### src/rtl/shootout_score_ctl.sv
// Penalty shootout score controller: alternating kicks, early stop, optional sudden death.
// Sudden death is enabled by defining SHOOTOUT_SUDDEN_DEATH_EN.
module shootout_score_ctl #(
    parameter int ROUNDS  = 5,
    parameter int SD_MAX  = 7,
    parameter int SCORE_W = 4
) (
    input  logic               clk,
    input  logic               rst_n,
    input  logic               match_start,
    input  logic               round_done,
    input  logic               is_scored,
    output logic               kick_side,
    output logic [SCORE_W-1:0] kick_idx,
    output logic [SCORE_W-1:0] score_player,
    output logic [SCORE_W-1:0] score_enemy,
    output logic               sudden_death,
    output logic               match_end,
    output logic               match_result,
    output logic               match_draw
);

    typedef enum logic [1:0] {IDLE, REGULAR, SUDDEN, DONE} state_t;

    localparam logic [SCORE_W-1:0] ONE  = SCORE_W'(1);
    localparam logic [SCORE_W-1:0] RNDS = SCORE_W'(ROUNDS);
    localparam logic [SCORE_W-1:0] SDM  = SCORE_W'(SD_MAX);

    state_t             state, state_nx;
    logic [SCORE_W-1:0] kicks_p, kicks_e;
    logic [SCORE_W-1:0] sp_n, se_n, kp_n, ke_n;
    logic [SCORE_W:0]   wp, we, rem_p, rem_e;
    logic               kick, lead, level;

    assign kick = round_done && (state == REGULAR || state == SUDDEN);

    // Post-kick values; scores saturate defensively
    always_comb begin
        sp_n = score_player;
        se_n = score_enemy;
        kp_n = kicks_p;
        ke_n = kicks_e;
        if (!kick_side) begin
            kp_n = kicks_p + ONE;
            if (is_scored && !(&score_player)) sp_n = score_player + ONE;
        end else begin
            ke_n = kicks_e + ONE;
            if (is_scored && !(&score_enemy)) se_n = score_enemy + ONE;
        end
    end

    always_comb begin
        wp    = {1'b0, sp_n};
        we    = {1'b0, se_n};
        rem_p = {1'b0, RNDS} - {1'b0, kp_n};
        rem_e = {1'b0, RNDS} - {1'b0, ke_n};
        lead  = (wp > we + rem_e) || (we > wp + rem_p);
        level = (sp_n == se_n);
    end

    always_ff @(posedge clk or negedge rst_n) begin
        if (!rst_n) state <= IDLE;
        else        state <= state_nx;
    end

    always_comb begin
        state_nx = state;
        if (match_start) begin
            state_nx = REGULAR;
        end else if (kick) begin
            case (state)
                REGULAR: begin
                    if (lead) begin
                        state_nx = DONE;
                    end else if (kick_side && ke_n == RNDS) begin
`ifdef SHOOTOUT_SUDDEN_DEATH_EN
                        state_nx = level ? SUDDEN : DONE;
`else
                        state_nx = DONE;
`endif
                    end
                end
                SUDDEN: begin
                    if (kick_side && (!level || ke_n == SDM)) state_nx = DONE;
                end
                default: state_nx = state;
            endcase
        end
    end

    always_ff @(posedge clk or negedge rst_n) begin
        if (!rst_n) begin
            score_player <= '0;
            score_enemy  <= '0;
            kicks_p      <= '0;
            kicks_e      <= '0;
            kick_side    <= 1'b0;
        end else if (match_start) begin
            score_player <= '0;
            score_enemy  <= '0;
            kicks_p      <= '0;
            kicks_e      <= '0;
            kick_side    <= 1'b0;
        end else if (kick) begin
            score_player <= sp_n;
            score_enemy  <= se_n;
            kick_side    <= ~kick_side;
            // Per-side counters restart when the sudden-death phase begins
            if (state == REGULAR && state_nx == SUDDEN) begin
                kicks_p <= '0;
                kicks_e <= '0;
            end else begin
                kicks_p <= kp_n;
                kicks_e <= ke_n;
            end
        end
    end

    always_comb begin
        kick_idx     = kick_side ? kicks_e : kicks_p;
        match_end    = (state == DONE);
        match_result = match_end && (score_player > score_enemy);
        match_draw   = match_end && (score_player == score_enemy);
`ifdef SHOOTOUT_SUDDEN_DEATH_EN
        sudden_death = (state == SUDDEN);
`else
        sudden_death = 1'b0;
`endif
    end

endmodule
### config.mk
export PLATFORM = sky130hd
export DESIGN_NAME = shootout_score_ctl
export DESIGN_NICKNAME = d
export VERILOG_FILES = /design/src/rtl/shootout_score_ctl.sv
export SDC_FILE = /design/constraint.sdc
export NUM_CORES = 1
export LEC_CHECK = 0
export ABC_AREA = 1
export ABC_CLOCK_PERIOD_IN_PS = 3850
export BUFFER_PORTS_ARGS = -buffer_cell sky130_fd_sc_hd__buf_2
export CORE_ASPECT_RATIO = 1.1
export CORE_MARGIN = 5
export CORE_UTILIZATION = 59
export DETAILED_ROUTE_END_ITERATION = 12
export PLACE_DENSITY = 0.9
export SYNTH_ARGS = -nofsm -noshare
export SYNTH_HDL_FRONTEND = slang
export SYNTH_SLANG_ARGS = --single-unit
### constraint.sdc
create_clock -name clk -period 3.85 [get_ports clk]
set_clock_uncertainty 0.1 [all_clocks]
set_input_delay 0.77 -clock clk [delete_from_list [all_inputs] [get_ports clk]]
set_output_delay 0.77 -clock clk [all_outputs]
set_load 0.01 [all_outputs]
==> flow_results.xml <==
<?xml version="1.0" encoding="UTF-8"?>
<metrics>
  <group name="clock_tree">
    <metric name="cts-hold-fix-buffers" unit="">0</metric>
    <metric name="clock_path_buffers" unit="">2</metric>
    <metric name="tritoncts_num_sinks" unit="">19</metric>
    <metric name="clock_tree.htree_level_count" unit="">1</metric>
    <metric name="clockRootBuffer" unit="">sky130_fd_sc_hd__clkbuf_4</metric>
    <metric name="post_cts_setup_driven_buffer_insertion_count" unit="">0</metric>
    <metric name="tritoncts" unit="">done</metric>
    <metric name="cts.reportedPaths.clkPinSlew" unit="ns">0.11</metric>
    <metric name="clkLatencyLatePin" unit="ns">0.32</metric>
    <metric name="tritoncts.num_buffers" unit="">3</metric>
    <metric name="resized_after_cts" unit="">0</metric>
  </group>
  <group name="die">
    <metric name="rows" unit="">22</metric>
    <metric name="die_height" unit="µm">71.2</metric>
    <metric name="initial_utilization" unit="">0.607</metric>
    <metric name="floorplan.core_area" unit="µm²">3300</metric>
    <metric name="io_pins" unit="">22</metric>
    <metric name="design.die.area" unit="µm²">4670</metric>
    <metric name="die_x" unit="µm">65.6</metric>
  </group>
  <group name="sta">
    <metric name="period_share" unit="">0.859</metric>
    <metric name="worstMarginPinSlew" unit="ns">0.668</metric>
    <metric name="fmaxAchievable" unit="MHz">302</metric>
    <metric name="rsz0062_at_grt" unit="">false</metric>
    <metric name="final-max-slew-violation-count" unit="">0</metric>
    <metric name="final.min_clock_period" unit="ns">3.31</metric>
    <metric name="finalSetupViolations" unit="">0</metric>
    <metric name="relSlewSlack" unit="">0.554</metric>
    <metric name="finalSetupTns" unit="ns">0</metric>
    <metric name="final-hold-violation-count" unit="">0</metric>
  </group>
  <group name="yosys">
    <metric name="postSynthRegisterBits" unit="">19</metric>
    <metric name="cell_variety_after_synth" unit="">27</metric>
    <metric name="avgSynthCellArea" unit="µm²">6.78</metric>
    <metric name="synth_nets" unit="">335</metric>
    <metric name="synthCells" unit="">296</metric>
    <metric name="summed_instance_area_of_the_synthesized_netlist" unit="µm²">2010</metric>
    <metric name="yosys_warnings" unit="">0</metric>
    <metric name="seq_area_frac_synth" unit="">0.237</metric>
    <metric name="synth-async-reset-ratio" unit="">1.00</metric>
    <metric name="synth_area_leader_cell" unit="">sky130_fd_sc_hd__dfrtp_1</metric>
    <metric name="synth-main-ff-cell" unit="">sky130_fd_sc_hd__dfrtp_1</metric>
    <metric name="synth_most_common_cell" unit="">sky130_fd_sc_hd__nand2_1</metric>
    <metric name="synth_top_area_frac" unit="">0.237</metric>
    <metric name="number_of_enable_flip_flop_cells_after_synthesis" unit="">0</metric>
    <metric name="post_synth_main_area_contributors" unit="">sky130_fd_sc_hd__dfrtp_1, sky130_fd_sc_hd__ha_1, sky130_fd_sc_hd__nand2_1</metric>
    <metric name="synth_common_cells" unit="">sky130_fd_sc_hd__nand2_1, sky130_fd_sc_hd__inv_1, sky130_fd_sc_hd__ha_1</metric>
  </group>
  <group name="hold_path">
    <metric name="hold_path.class" unit="">input port to async pin</metric>
  </group>
  <group name="routing">
    <metric name="routed-via-count" unit="">1922</metric>
    <metric name="detail_route.iter0.violations" unit="">170</metric>
    <metric name="ant_nets" unit="">0</metric>
    <metric name="detail_route.wirelength" unit="mm">4.78</metric>
    <metric name="post-route-drc-count" unit="">0</metric>
    <metric name="route.detailed.vias_per_inst" unit="">5.44</metric>
    <metric name="detailedRoute.firstPassIterationCount" unit="">4</metric>
    <metric name="drt-wirelength-per-cell" unit="µm">13.5</metric>
  </group>
  <group name="cells_and_area">
    <metric name="final_util" unit="">0.655</metric>
    <metric name="finish.net_count" unit="">357</metric>
    <metric name="final_design_area_no_fill" unit="µm²">2160</metric>
    <metric name="fill_cells" unit="">294</metric>
    <metric name="post_route_cells_drive_above_1_share" unit="">0.0978</metric>
    <metric name="antenna_cells_inserted" unit="">0</metric>
    <metric name="syn2layout_area_growth" unit="%">7.80</metric>
  </group>
  <group name="pwr">
    <metric name="total_switching_power" unit="µW">356</metric>
    <metric name="combPwrFrac" unit="">0.549</metric>
    <metric name="swShare" unit="">0.462</metric>
    <metric name="seqPwrFrac" unit="">0.310</metric>
    <metric name="p_int" unit="µW">414</metric>
    <metric name="power.static_leakage" unit="µW">0.00125</metric>
    <metric name="power.density_cell_area" unit="nW/µm²">356</metric>
    <metric name="clock_power_share" unit="">0.141</metric>
    <metric name="ir_drop" unit="mV">0.209</metric>
  </group>
  <group name="global_route">
    <metric name="global_route_wire_length_before_repair" unit="mm">8.24</metric>
    <metric name="grt_usage" unit="">0.226</metric>
    <metric name="grt_antenna_before_repair" unit="">0</metric>
    <metric name="overflow" unit="">0</metric>
    <metric name="grt_start_max_net_pins" unit="">20</metric>
    <metric name="via_count_of_the_first_global_routing_pass" unit="">1839</metric>
  </group>
  <group name="setup_path">
    <metric name="criticalPathCategory" unit="">flop to flop</metric>
    <metric name="critical_path_arrival" unit="ns">3.46</metric>
    <metric name="timing.critical_path.from_type" unit="">flop</metric>
    <metric name="worstPathMaxFanout" unit="">6</metric>
    <metric name="endpoint_kind" unit="">flop</metric>
    <metric name="cp.required" unit="ns">4.00</metric>
  </group>
  <group name="placement">
    <metric name="globalplace.congestion" unit="">0.871</metric>
    <metric name="io_buffer_count" unit="">20</metric>
    <metric name="detailed_place.area" unit="µm²">2140</metric>
    <metric name="detailedPlacementHpwl" unit="mm">3.80</metric>
  </group>
  <group name="outcome">
    <metric name="status" unit="">completed</metric>
  </group>
  <group name="job">
    <metric name="cap_violations" unit="">0</metric>
  </group>
</metrics>
-- flip-flops by register name (all words and copies together) (netlist names) --
name,flops
kick_side,1
state,2
kicks_p,4
score_player,4
kicks_e,4
score_enemy,4
-- final cells by class --
cell class                      instances  area [µm²]  share of cell area
Multi-Input combinational cell        218        1300               0.602
Sequential cell                        19         475               0.220
Inverter                               55         206              0.0955
Timing Repair Buffer                   21         108              0.0498
Tap cell                               36        45.0              0.0208
Clock buffer                            4        26.3              0.0122
-- power by group through the flow --
stage	registers, µW	clock network (µW)	logic [µW]
floorplan	243	0	304
global placement	240	0	403
detailed placement	242	0	421
CTS	238	114	422
global route	242	120	493
finish	238	109	422
-- critical path, cell delays in order, from the launching register on --
cell and delay, ns:
sky130_fd_sc_hd__dfrtp_1 0.48, sky130_fd_sc_hd__ha_1 0.26, sky130_fd_sc_hd__nand3_1 0.15, sky130_fd_sc_hd__nand2_1 0.13
sky130_fd_sc_hd__nand2_1 0.05, sky130_fd_sc_hd__nand2_1 0.14, sky130_fd_sc_hd__inv_1 0.09, sky130_fd_sc_hd__ha_1 0.21
sky130_fd_sc_hd__ha_1 0.20, sky130_fd_sc_hd__fa_1 0.39, sky130_fd_sc_hd__xnor2_1 0.15, sky130_fd_sc_hd__ha_1 0.32
sky130_fd_sc_hd__nand3_1 0.08, sky130_fd_sc_hd__nor2_1 0.09, sky130_fd_sc_hd__nor2_1 0.04, sky130_fd_sc_hd__nand2_1 0.06
sky130_fd_sc_hd__nand2_1 0.08, sky130_fd_sc_hd__nand2_1 0.06, sky130_fd_sc_hd__nand2_1 0.05, sky130_fd_sc_hd__a21oi_1 0.11
-- final timing paths --
| kind | startpoint | cells after the start | endpoint | slack (ns) |
|---|---|---|---|---|
| min in group clk | kicks_e[2]$_DFFE_PN0P_ | 2 | kicks_e[2]$_DFFE_PN0P_ | 0.48 |
| hold / removal | rst_n | 1 | score_player[1]$_DFFE_PN0P_ | 0.29 |
| setup / recovery | score_player[1]$_DFFE_PN0P_ | 19 | state[1]$_DFF_PN0_ | 0.54 |
| max in group asynchronous | rst_n | 1 | kicks_p[2]$_DFFE_PN0P_ | 3.04 |
| setup reg to reg | score_player[1]$_DFFE_PN0P_ | 19 | state[1]$_DFF_PN0_ | 0.54 |
| hold reg to reg | kicks_e[2]$_DFFE_PN0P_ | 2 | kicks_e[2]$_DFFE_PN0P_ | 0.48 |
-- logic make-up after synthesis --
family	share of synthesized area
adders and majority gates	0.220
buffers and inverters	0.114
DFF	0.237
other	0.00187
xor gates and xnor gates	0.0343
and+or+nand+nor	0.293
AOI/OAI and AO/OA	0.0998
-- stage by stage --
step           cells  hold slack (ns)  setup slack [ns]  total power [µW]
6_report         353            0.292             0.542               770
5_1_grt          353            0.317             0.261               854
3_5_place_dp     349            0.467             0.333               664
4_1_cts          353            0.291             0.534               774
2_1_floorplan    296            0.374             0.731               547
3_3_place_gp     349            0.445             0.365               644
-- routing by layer --
layer | part of all wire | global-route usage | vias to the layer above | wire, µm
met5 | 0 | 0 | - | 0
met4 | 0.013 | 0.0829 | 0 | 61
met3 | 0.058 | 0.0333 | 5 | 275
met2 | 0.48 | 0.379 | 49 | 2290
met1 | 0.45 | 0.291 | 885 | 2150
li1 | - | - | 983 | -
-- layout by cell type (no fill, tap or decap), types with 3 or more instances in the layout --
master / n
sky130_fd_sc_hd__xnor2_1: 3
sky130_fd_sc_hd__nand3_1: 23
sky130_fd_sc_hd__xor2_1: 3
sky130_fd_sc_hd__clkbuf_4: 3
sky130_fd_sc_hd__a21oi_1: 6
sky130_fd_sc_hd__nor2_1: 17
sky130_fd_sc_hd__o22ai_1: 12
sky130_fd_sc_hd__inv_1: 53
sky130_fd_sc_hd__o21ai_0: 11
sky130_fd_sc_hd__nand2_1: 93
sky130_fd_sc_hd__buf_2: 20
sky130_fd_sc_hd__ha_1: 32
sky130_fd_sc_hd__nand3b_1: 4
sky130_fd_sc_hd__dfrtp_1: 19
Note: power is estimated with default switching activity, not from simulation.
